### config.mk
export PLATFORM = sky130hd
export DESIGN_NAME = rr_arbiter_n
export DESIGN_NICKNAME = d
export VERILOG_FILES = /design/src/rtl/arb_pkg.sv /design/src/rtl/rr_pick.sv /design/src/rtl/rr_arbiter_n.sv
export SDC_FILE = /design/constraint.sdc
export NUM_CORES = 1
export LEC_CHECK = 0
export CAP_MARGIN = 20
export CELL_PAD_IN_SITES_DETAIL_PLACEMENT = 1
export CELL_PAD_IN_SITES_GLOBAL_PLACEMENT = 2
export CORE_MARGIN = 2
export CORE_UTILIZATION = 34
export CTS_CLUSTER_SIZE = 16
export DETAILED_ROUTE_END_ITERATION = 6
export DONT_BUFFER_PORTS = 1
export PLACE_DENSITY = 0.74
export SETUP_SLACK_MARGIN = 0.5
export SKIP_LAST_GASP = 1
export SYNTH_ARGS = -nofsm -noshare
export SYNTH_HDL_FRONTEND = slang
export SYNTH_SLANG_ARGS = --single-unit
### constraint.sdc
create_clock -name clock -period 1.7 [get_ports clock]
set_clock_uncertainty 0.15 [all_clocks]
set_input_delay 0.425 -clock clock [delete_from_list [all_inputs] [get_ports clock]]
set_output_delay 0.425 -clock clock [all_outputs]
set_load 0.01 [all_outputs]
### src/rtl/arb_pkg.sv
// Shared types, mode encodings and helpers for the N-requester arbiter.
package arb_pkg;

  localparam logic ARB_MODE_FIXED = 1'b0;
  localparam logic ARB_MODE_RR    = 1'b1;

  localparam int ARB_MAX_N = 16;
  localparam int ARB_HCW   = 8;

  typedef enum logic {
    ARB_IDLE,
    ARB_BUSY
  } arb_state_t;

  // Returns an ARB_MAX_N-wide one-hot; callers size-cast down to their N.
  function automatic logic [ARB_MAX_N-1:0] onehot(input int idx, input int n);
    logic [ARB_MAX_N-1:0] v;
    v = '0;
    if (idx >= 0 && idx < n) v = ARB_MAX_N'(1) << idx;
    return v;
  endfunction

endpackage

### src/rtl/rr_pick.sv
// Combinational winner search: fixed lowest-index or round-robin after last_id.
// Zero latency; purely combinational, no flow control.
module rr_pick
  import arb_pkg::*;
#(
  parameter int N   = 4,
  parameter int IDW = $clog2(N)
) (
  input  logic [N-1:0]   req_masked,
  input  logic [IDW-1:0] last_id,
  input  logic           rr_mode,
  output logic           found,
  output logic [IDW-1:0] win_id
);

  logic [2*N-1:0] w_dbl;
  logic [N-1:0]   w_rot;
  int             w_start;

  // Doubling the vector turns the wrap-around search into a plain shift.
  always_comb begin
    w_start = 0;
    if (rr_mode == ARB_MODE_RR) w_start = (int'(last_id) + 1) % N;
    w_dbl  = {req_masked, req_masked};
    w_rot  = N'(w_dbl >> w_start);
    found  = 1'b0;
    win_id = '0;
    for (int i = 0; i < N; i++) begin
      if (!found && w_rot[i]) begin
        found  = 1'b1;
        win_id = IDW'((w_start + i) % N);
      end
    end
  end

endmodule

### src/rtl/rr_arbiter_n.sv
// N-requester arbiter, fixed or round-robin, with bounded grant hold.
// Latency 1 cycle from sampled req to registered grant; no backpressure.
module rr_arbiter_n
  import arb_pkg::*;
#(
  parameter  int N        = 4,
  parameter  int MAX_HOLD = 8,
  localparam int IDW      = $clog2(N)
) (
  input  logic           clock,
  input  logic           reset,
  input  logic [N-1:0]   req,
  input  logic           rr_mode,
  output logic [N-1:0]   grant,
  output logic           grant_valid,
  output logic [IDW-1:0] grant_id
);

  localparam logic [ARB_HCW-1:0] HOLD_MAX = ARB_HCW'(MAX_HOLD);
  localparam logic [ARB_HCW-1:0] HOLD_SAT = (MAX_HOLD == 0) ? '1 : HOLD_MAX;

  arb_state_t         r_state,  w_nxt_state;
  logic [N-1:0]       r_grant,  w_nxt_grant;
  logic               r_grant_valid, w_nxt_grant_valid;
  logic [IDW-1:0]     r_grant_id, w_nxt_grant_id;
  logic [IDW-1:0]     r_last_id, w_nxt_last_id;
  logic [ARB_HCW-1:0] r_hold_cnt, w_nxt_hold_cnt;

  logic [N-1:0]   w_own_oh, w_win_oh, w_others, w_pick_req;
  logic           w_holding, w_expired, w_rotate, w_found;
  logic [IDW-1:0] w_win_id;

  assign w_own_oh   = N'(onehot(int'(r_grant_id), N));
  assign w_win_oh   = N'(onehot(int'(w_win_id), N));
  assign w_others   = req & ~w_own_oh;
  assign w_holding  = (r_state == ARB_BUSY) && |(req & w_own_oh);
  // While the owner still requests, only the others compete (rotation).
  assign w_pick_req = w_holding ? w_others : req;
  assign w_expired  = (MAX_HOLD != 0) && (r_hold_cnt == HOLD_MAX);
  assign w_rotate   = w_holding && w_expired && w_found;

  rr_pick #(.N(N), .IDW(IDW)) u_pick (
    .req_masked (w_pick_req),
    .last_id    (r_last_id),
    .rr_mode    (rr_mode),
    .found      (w_found),
    .win_id     (w_win_id)
  );

  always_ff @(posedge clock or negedge reset) begin
    if (!reset) begin
      r_state       <= ARB_IDLE;
      r_grant       <= '0;
      r_grant_valid <= 1'b0;
      r_grant_id    <= '0;
      r_last_id     <= IDW'(N - 1);
      r_hold_cnt    <= '0;
    end else begin
      r_state       <= w_nxt_state;
      r_grant       <= w_nxt_grant;
      r_grant_valid <= w_nxt_grant_valid;
      r_grant_id    <= w_nxt_grant_id;
      r_last_id     <= w_nxt_last_id;
      r_hold_cnt    <= w_nxt_hold_cnt;
    end
  end

  always_comb begin
    w_nxt_state       = r_state;
    w_nxt_grant       = r_grant;
    w_nxt_grant_valid = r_grant_valid;
    w_nxt_grant_id    = r_grant_id;
    w_nxt_last_id     = r_last_id;
    w_nxt_hold_cnt    = r_hold_cnt;
    if (!w_holding || w_rotate) begin
      if (w_found) begin
        w_nxt_state       = ARB_BUSY;
        w_nxt_grant       = w_win_oh;
        w_nxt_grant_valid = 1'b1;
        w_nxt_grant_id    = w_win_id;
        w_nxt_last_id     = w_win_id;
        w_nxt_hold_cnt    = ARB_HCW'(1);
      end else begin
        w_nxt_state       = ARB_IDLE;
        w_nxt_grant       = '0;
        w_nxt_grant_valid = 1'b0;
        w_nxt_grant_id    = '0;
        w_nxt_hold_cnt    = '0;
      end
    end else if (r_hold_cnt != HOLD_SAT) begin
      w_nxt_hold_cnt = r_hold_cnt + ARB_HCW'(1);
    end
  end

  always_comb begin
    grant       = r_grant;
    grant_valid = r_grant_valid;
    grant_id    = r_grant_id;
  end

  a_onehot: assert property (@(posedge clock) disable iff (!reset) $onehot0(grant));
  a_valid:  assert property (@(posedge clock) disable iff (!reset) grant_valid == |grant);
  a_id:     assert property (@(posedge clock) disable iff (!reset) grant_valid |-> grant[grant_id]);
  a_stable: assert property (@(posedge clock) disable iff (!reset)
                             (w_holding && !w_rotate) |=> $stable(grant));

endmodule

==> run metrics, run 1 <==
status=finished, violations left; failing checks=negative setup slack; WL/cell=16.4 um; vias per inst=5.33; vias in the first global route=1,108; Worst EP arrival=1970 ps; Sequential Power Share=0.269; pwr dens=1680 nW/um^2; final setup violation count=15; CTS tree=yes; Mapped Cells=118; combinational share of power=0.651; Slew @ Worst Pin=761 ps; share of power burned in the clock network=0.080; drt pass-1 iters=3; PortBufs=0; register area share after synthesis=0.386; number of flops mapped to enable cells by yosys=0; kind of end point of the critical path=flop; CTS Sinks=17; Root Driver=clkbuf_4; Starting DRT DRC Count=16; top_reg_cell synth=dfrtp_1; Synth Net Count=127; Ant. Diodes=0; final slew viol count=0; worst hold slack=117 ps; DRT antenna net count=0; global route overflow=0; clock buffer count from CTS=3; most frequent cells in the layout=buf_4 (25), dfrtp_1 (12), inv_1 (9), nor2_1 (6), nor2_2 (6); MaxCap Viol Count=0; core area=3080 sq um; CP max FO=7; Fillers=351; Syn-to-layout area delta=42.1%; final WL=3170 um; RD Place Congestion=0.848; Multi-input gate area=742 sq um; # rows=20; RSZ-0062 raised after global routing=true; clk_lat worst skew=280 ps; syn avg cell area=9.39 sq um; Mapped Area=1110 sq um; vias=1,028; max_slew headroom=0.493; first-pass GRT wire length=5200 um; crit start category=flop; initial antenna violation count=0; minimum clock period after layout=1920 ps; Async SR Flop Fraction=1.00; clk slew on worst S/H paths=100 ps; Tcrit/Tclk final=1.13; GR Util All Layers=0.190; area occupied by registers=432 sq um; Vert. Die Dim=61.1 um; Int Pwr=1560 uW; Post-route DRC=0; NetSw=1090 uW; # IOs=14; WS Path Type=reg2reg; Yosys reg bits=17; final setup margin=-218 ps; die span in x=61.1 um; largest net degree at the start of global routing=18; Hold Violations, Final=0; Worst VDD drop=659 uV; H-tree depth=1; worst min-delay path class=in2async; final net count=159; Max clock buf depth=2; post-place setup slack=-328 ps; WP data required=1750 ps; Sw Ratio=0.412; Initial Util=0.360; synth warn=0; post-DP HPWL=2320 um; Fmax=521 MHz; area of the die=3730 sq um; Netlist cell types=48; share of layout cells above drive strength 1=0.503; commonest non-fill, non-tap cell in the layout=buf_4; Leak Pwr=0.000666 uW
layer usage:
metal | global-route usage | part of all wire
met3 | 0.0189 | 0.021
met4 | 0.0404 | 0
met5 | 0 | 0
met1 | 0.214 | 0.39
met2 | 0.378 | 0.59
cell usage after synthesis, drive strengths merged (3+ instances only):
cell type	count	area share
dfrtp	15	0.34
nor2	13	0.044
inv	9	0.030
o21ai	7	0.035
nand2	6	0.020
nand3	6	0.027
a21oi	4	0.018
and3	4	0.028
xor2	4	0.032
clkbuf	3	0.011
nand4b	3	0.029
o22ai	3	0.017
cells by family (layout without fill, tap and decap cells):
logic type,after synthesis,after routing,synth area share
and+or+nand+nor,42,42,0.229
AOI/OAI and AO/OA,34,34,0.231
DFF,17,17,0.386
buffers and inverters,14,45,0.0553
xor gates and xnor gates,6,6,0.0474
muxes,3,3,0.0282
adders and majority gates,2,2,0.0226
power by group through the flow:
stage,Combinational [uW],Clock (uW),Sequential [uW]
after global routing,1880,240,736
after detailed placement,1360,0,738
after CTS,1620,229,710
final,1720,211,713
after floorplan,971,0,655
after global placement,1320,0,735
area by class of cell:
type,count,area share
tap,44,0.0349
clock buffer,3,0.0143
timing repair buffer,32,0.181
sequential,17,0.274
inverter,9,0.0214
clock inverter,1,0.00318
multi-input combinational,87,0.471
registers in the layout, indices dropped and copies added, names as in the netlist:
signal / count
r_hold_cnt: 8
grant_id: 2
grant_valid: 1
grant: 4
r_last_id: 2
what timing repair did:
action / CTS / global route
hold buffers: 1 / 0
pin swaps: 13 / 8
setup endpoints to repair: 24 / 41
buffers inserted: 6 / 2
resized for setup: 17 / 11
endpoints found under the hold margin: 17 / 0
worst paths after layout:
path,from,end,slack [ps],cells after the start
max,grant_id[0]$_DFFE_PN0P_,grant[1]$_DFFE_PN0P_,-220,6
min,reset,r_hold_cnt[5]$_DFFE_PN0P_,120,1
max reg2reg,grant_id[0]$_DFFE_PN0P_,grant[1]$_DFFE_PN0P_,-220,6
min reg2reg,grant[0]$_DFFE_PN0P_,grant[0]$_DFFE_PN0P_,430,1
max in group asynchronous,reset,grant_id[0]$_DFFE_PN0P_,760,1
min in group clock,rr_mode,r_last_id[1]$_DFFE_PN1P_,210,2
metrics by stage:
step                total power, uW  setup TNS, ps  cell area (sq um)  utilization  std cells
floorplan                      1630           -772               1180            -        118
global placement               2050          -3150               1370        0.445        180
detailed placement             2090          -3740               1370        0.445        180
CTS                            2560          -2190               1520        0.494        191
global route                   2860          -3730               1580        0.512        193
finish                         2650          -2590               1580        0.512        193
critical path, stage by stage, from the launching register on:
cell,delay (ps)
dfrtp_2,490
nand3b_1,150
buf_4,130
nor3_2,30
o31a_4,380
or2_4,300
o32ai_2,210
Power figures use the tool's default switching activity.
==> inputs of run 2 (changes only) <==
--- a/config.mk
+++ b/config.mk
@@ -9,11 +9,11 @@
 export CELL_PAD_IN_SITES_DETAIL_PLACEMENT = 1
 export CELL_PAD_IN_SITES_GLOBAL_PLACEMENT = 2
 export CORE_MARGIN = 2
-export CORE_UTILIZATION = 34
+export CORE_UTILIZATION = 41
 export CTS_CLUSTER_SIZE = 16
 export DETAILED_ROUTE_END_ITERATION = 6
 export DONT_BUFFER_PORTS = 1
-export PLACE_DENSITY = 0.74
+export PLACE_DENSITY = 0.85
 export SETUP_SLACK_MARGIN = 0.5
 export SKIP_LAST_GASP = 1
 export SYNTH_ARGS = -nofsm -noshare
==> constraint.sdc (replaced) <==
create_clock -name clock -period 2.5 [get_ports clock]
set_clock_uncertainty 0.15 [all_clocks]
set_input_delay 0.625 -clock clock [delete_from_list [all_inputs] [get_ports clock]]
set_output_delay 0.625 -clock clock [all_outputs]
set_load 0.01 [all_outputs]
==> run metrics, run 2 (same netlist as run 1, synthesis figures left out) <==
R2R Setup Slk=490 ps (was -220 ps); uppermost routed layer=met4 (was met3); area of the die=3140 sq um (was 3730 sq um); # IOs=14 (unchanged); Slew @ Worst Pin=674 ps (was 761 ps); Max clock buf depth=2 (unchanged); final net count=136 (was 159); core area=2520 sq um (was 3080 sq um); vias per inst=6.06 (was 5.33); max reg flops=8 (unchanged); Biggest register=r_hold_cnt (unchanged); setup TNS=0 ps (was -2590 ps); clk_lat worst skew=280 ps (about the same); Vert. Die Dim=56 um (was 61.1 um); dpl cells=144 (was 180); CP max FO=7 (unchanged); Pwr Total=1430 uW (was 2650 uW); RSZ-0062 raised after global routing=true (unchanged); RD Place Congestion=0.766 (was 0.848); clk slew on worst S/H paths=100 ps (about the same); vias in the first global route=1,035 (was 1,108); WP data required=2550 ps (was 1750 ps); drt pass-1 iters=4 (was 3); WS Path Type=reg2reg (unchanged); crit start category=flop (unchanged); Util after Layout=0.504 (was 0.512); Fmax=498 MHz (was 521 MHz); PortBufs=0 (unchanged); Starting DRT DRC Count=38 (was 16); Post-route DRC=0 (unchanged); clock buffer count from CTS=3 (unchanged); most frequent cells in the layout=nor2_1 (13), dfrtp_1 (12), inv_1 (9), nand2_1 (6) (was buf_4 (25), dfrtp_1 (12), inv_1 (9), nor2_1 (6), nor2_2 (6)); global route overflow=0 (unchanged); WL met1=1110 um (was 1230 um); kind of end point of the critical path=flop (unchanged); status=finished clean (was finished, violations left); max_slew headroom=0.549 (was 0.493); MaxCap Viol Count=0 (unchanged); CTS Sinks=17 (unchanged); Root Driver=clkbuf_4 (unchanged); share of layout cells above drive strength 1=0.262 (was 0.503); post-DP HPWL=1900 um (was 2320 um); DRT antenna net count=0 (unchanged); first-pass GRT wire length=4820 um (was 5200 um); commonest non-fill, non-tap cell in the layout=nor2_1 (was buf_4); Initial Util=0.439 (was 0.360); initial antenna violation count=0 (unchanged); vias=946 (was 1,028); Worst EP arrival=2050 ps (was 1970 ps); Tcrit/Tclk final=0.803 (was 1.13); Fillers=306 (was 351); GR Util All Layers=0.191 (was 0.190); Hold Violations, Final=0 (unchanged); pwr dens=1120 nW/um^2 (was 1680 nW/um^2); met2 wire length=1560 um (was 1870 um); Worst VDD drop=622 uV (was 659 uV); final WL=2750 um (was 3170 um); CTS tree=yes (unchanged); # rows=18 (was 20); largest net degree at the start of global routing=16 (was 18); Leak Pwr=0.000525 uW (was 0.000666 uW); WL/cell=17.6 um (was 16.4 um); H-tree depth=1 (unchanged); final setup violation count=0 (was 15); met3 wire length=45 um (was 65 um); Ant. Diodes=0 (unchanged); fin cells=156 (was 193); minimum clock period after layout=2010 ps (was 1920 ps); Syn-to-layout area delta=14.8% (was 42.1%); final slew viol count=0 (unchanged); worst min-delay path class=in2reg (was in2async); die span in x=56 um (was 61.1 um)
## run 2: changes by cell type in the layout (fill, tap and decap cells not counted), moves of 2 or more
cell,before,now
buf_6,4,1
buf_12,2,0
nor2_1,6,13
buf_4,25,5
nor2_2,6,0
o21ai_1,0,2
dlygate4sd3_1,0,2
o21ai_2,2,0
## run 2: area by class of cell
| type | instances | area [sq um] | share of cell area |
|---|---|---|---|
| Timing Repair Buffer | 9 | 72.6 | 0.0570 |
| Clock buffer | 3 | 22.5 | 0.0177 |
| Multi-Input combinational cell | 87 | 669 | 0.526 |
| Clock inverter | 1 | 5.00 | 0.00393 |
| Inverter | 9 | 33.8 | 0.0265 |
| Tap cell | 30 | 37.5 | 0.0295 |
| Sequential cell | 17 | 432 | 0.339 |
## run 2: path summary, 6_finish.rpt
path / start / endpoint / cells after the start
setup / recovery: grant_id[1]$_DFFE_PN0P_ / grant[3]$_DFFE_PN0P_ / 5
hold / removal: rr_mode / r_last_id[1]$_DFFE_PN1P_ / 2
min in group asynchronous: reset / r_last_id[1]$_DFFE_PN1P_ / 1
max in group asynchronous: reset / grant_id[0]$_DFFE_PN0P_ / 1
setup reg to reg: grant_id[1]$_DFFE_PN0P_ / grant[3]$_DFFE_PN0P_ / 5
hold reg to reg: r_hold_cnt[0]$_DFFE_PN0P_ / r_hold_cnt[0]$_DFFE_PN0P_ / 1
## run 2: critical path, cell delays in order (launching register included)
cell,delay [ps]
dfrtp_2,520
nand3b_1,280
nor3_1,100
o31a_4,380
or2_4,290
o32ai_2,200
## run 2: per-stage QoR
step,worst slack [ps],area (sq um),hold slack (ps)
after floorplan,521,1150,179
after global placement,379,1150,180
after detailed placement,319,1150,180
after CTS,513,1260,2.28
after global routing,413,1270,366
final,494,1270,390
## run 2: layer usage
metal,vias to the layer above,GRT usage
met5,-,0
met4,0,0.0646
met3,4,0.0233
met2,8,0.360
met1,485,0.218
li1,449,-
## run 2: report_power, final
part	total, uW	internal (uW)	switching [uW]	leakage, uW
clock	144	59.3	84.4	0.0000177
combinational	751	367	384	0.000294
sequential	537	377	160	0.000212
## run 2: repair_timing
action	4_1_cts	5_1_grt
setup buffers	6	0
endpoints found under the setup margin	15	10
cloned	0	0
hold buffers	1	1
pin swaps	6	1
gates resized for setup	10	2
endpoints found under the hold margin	15	2
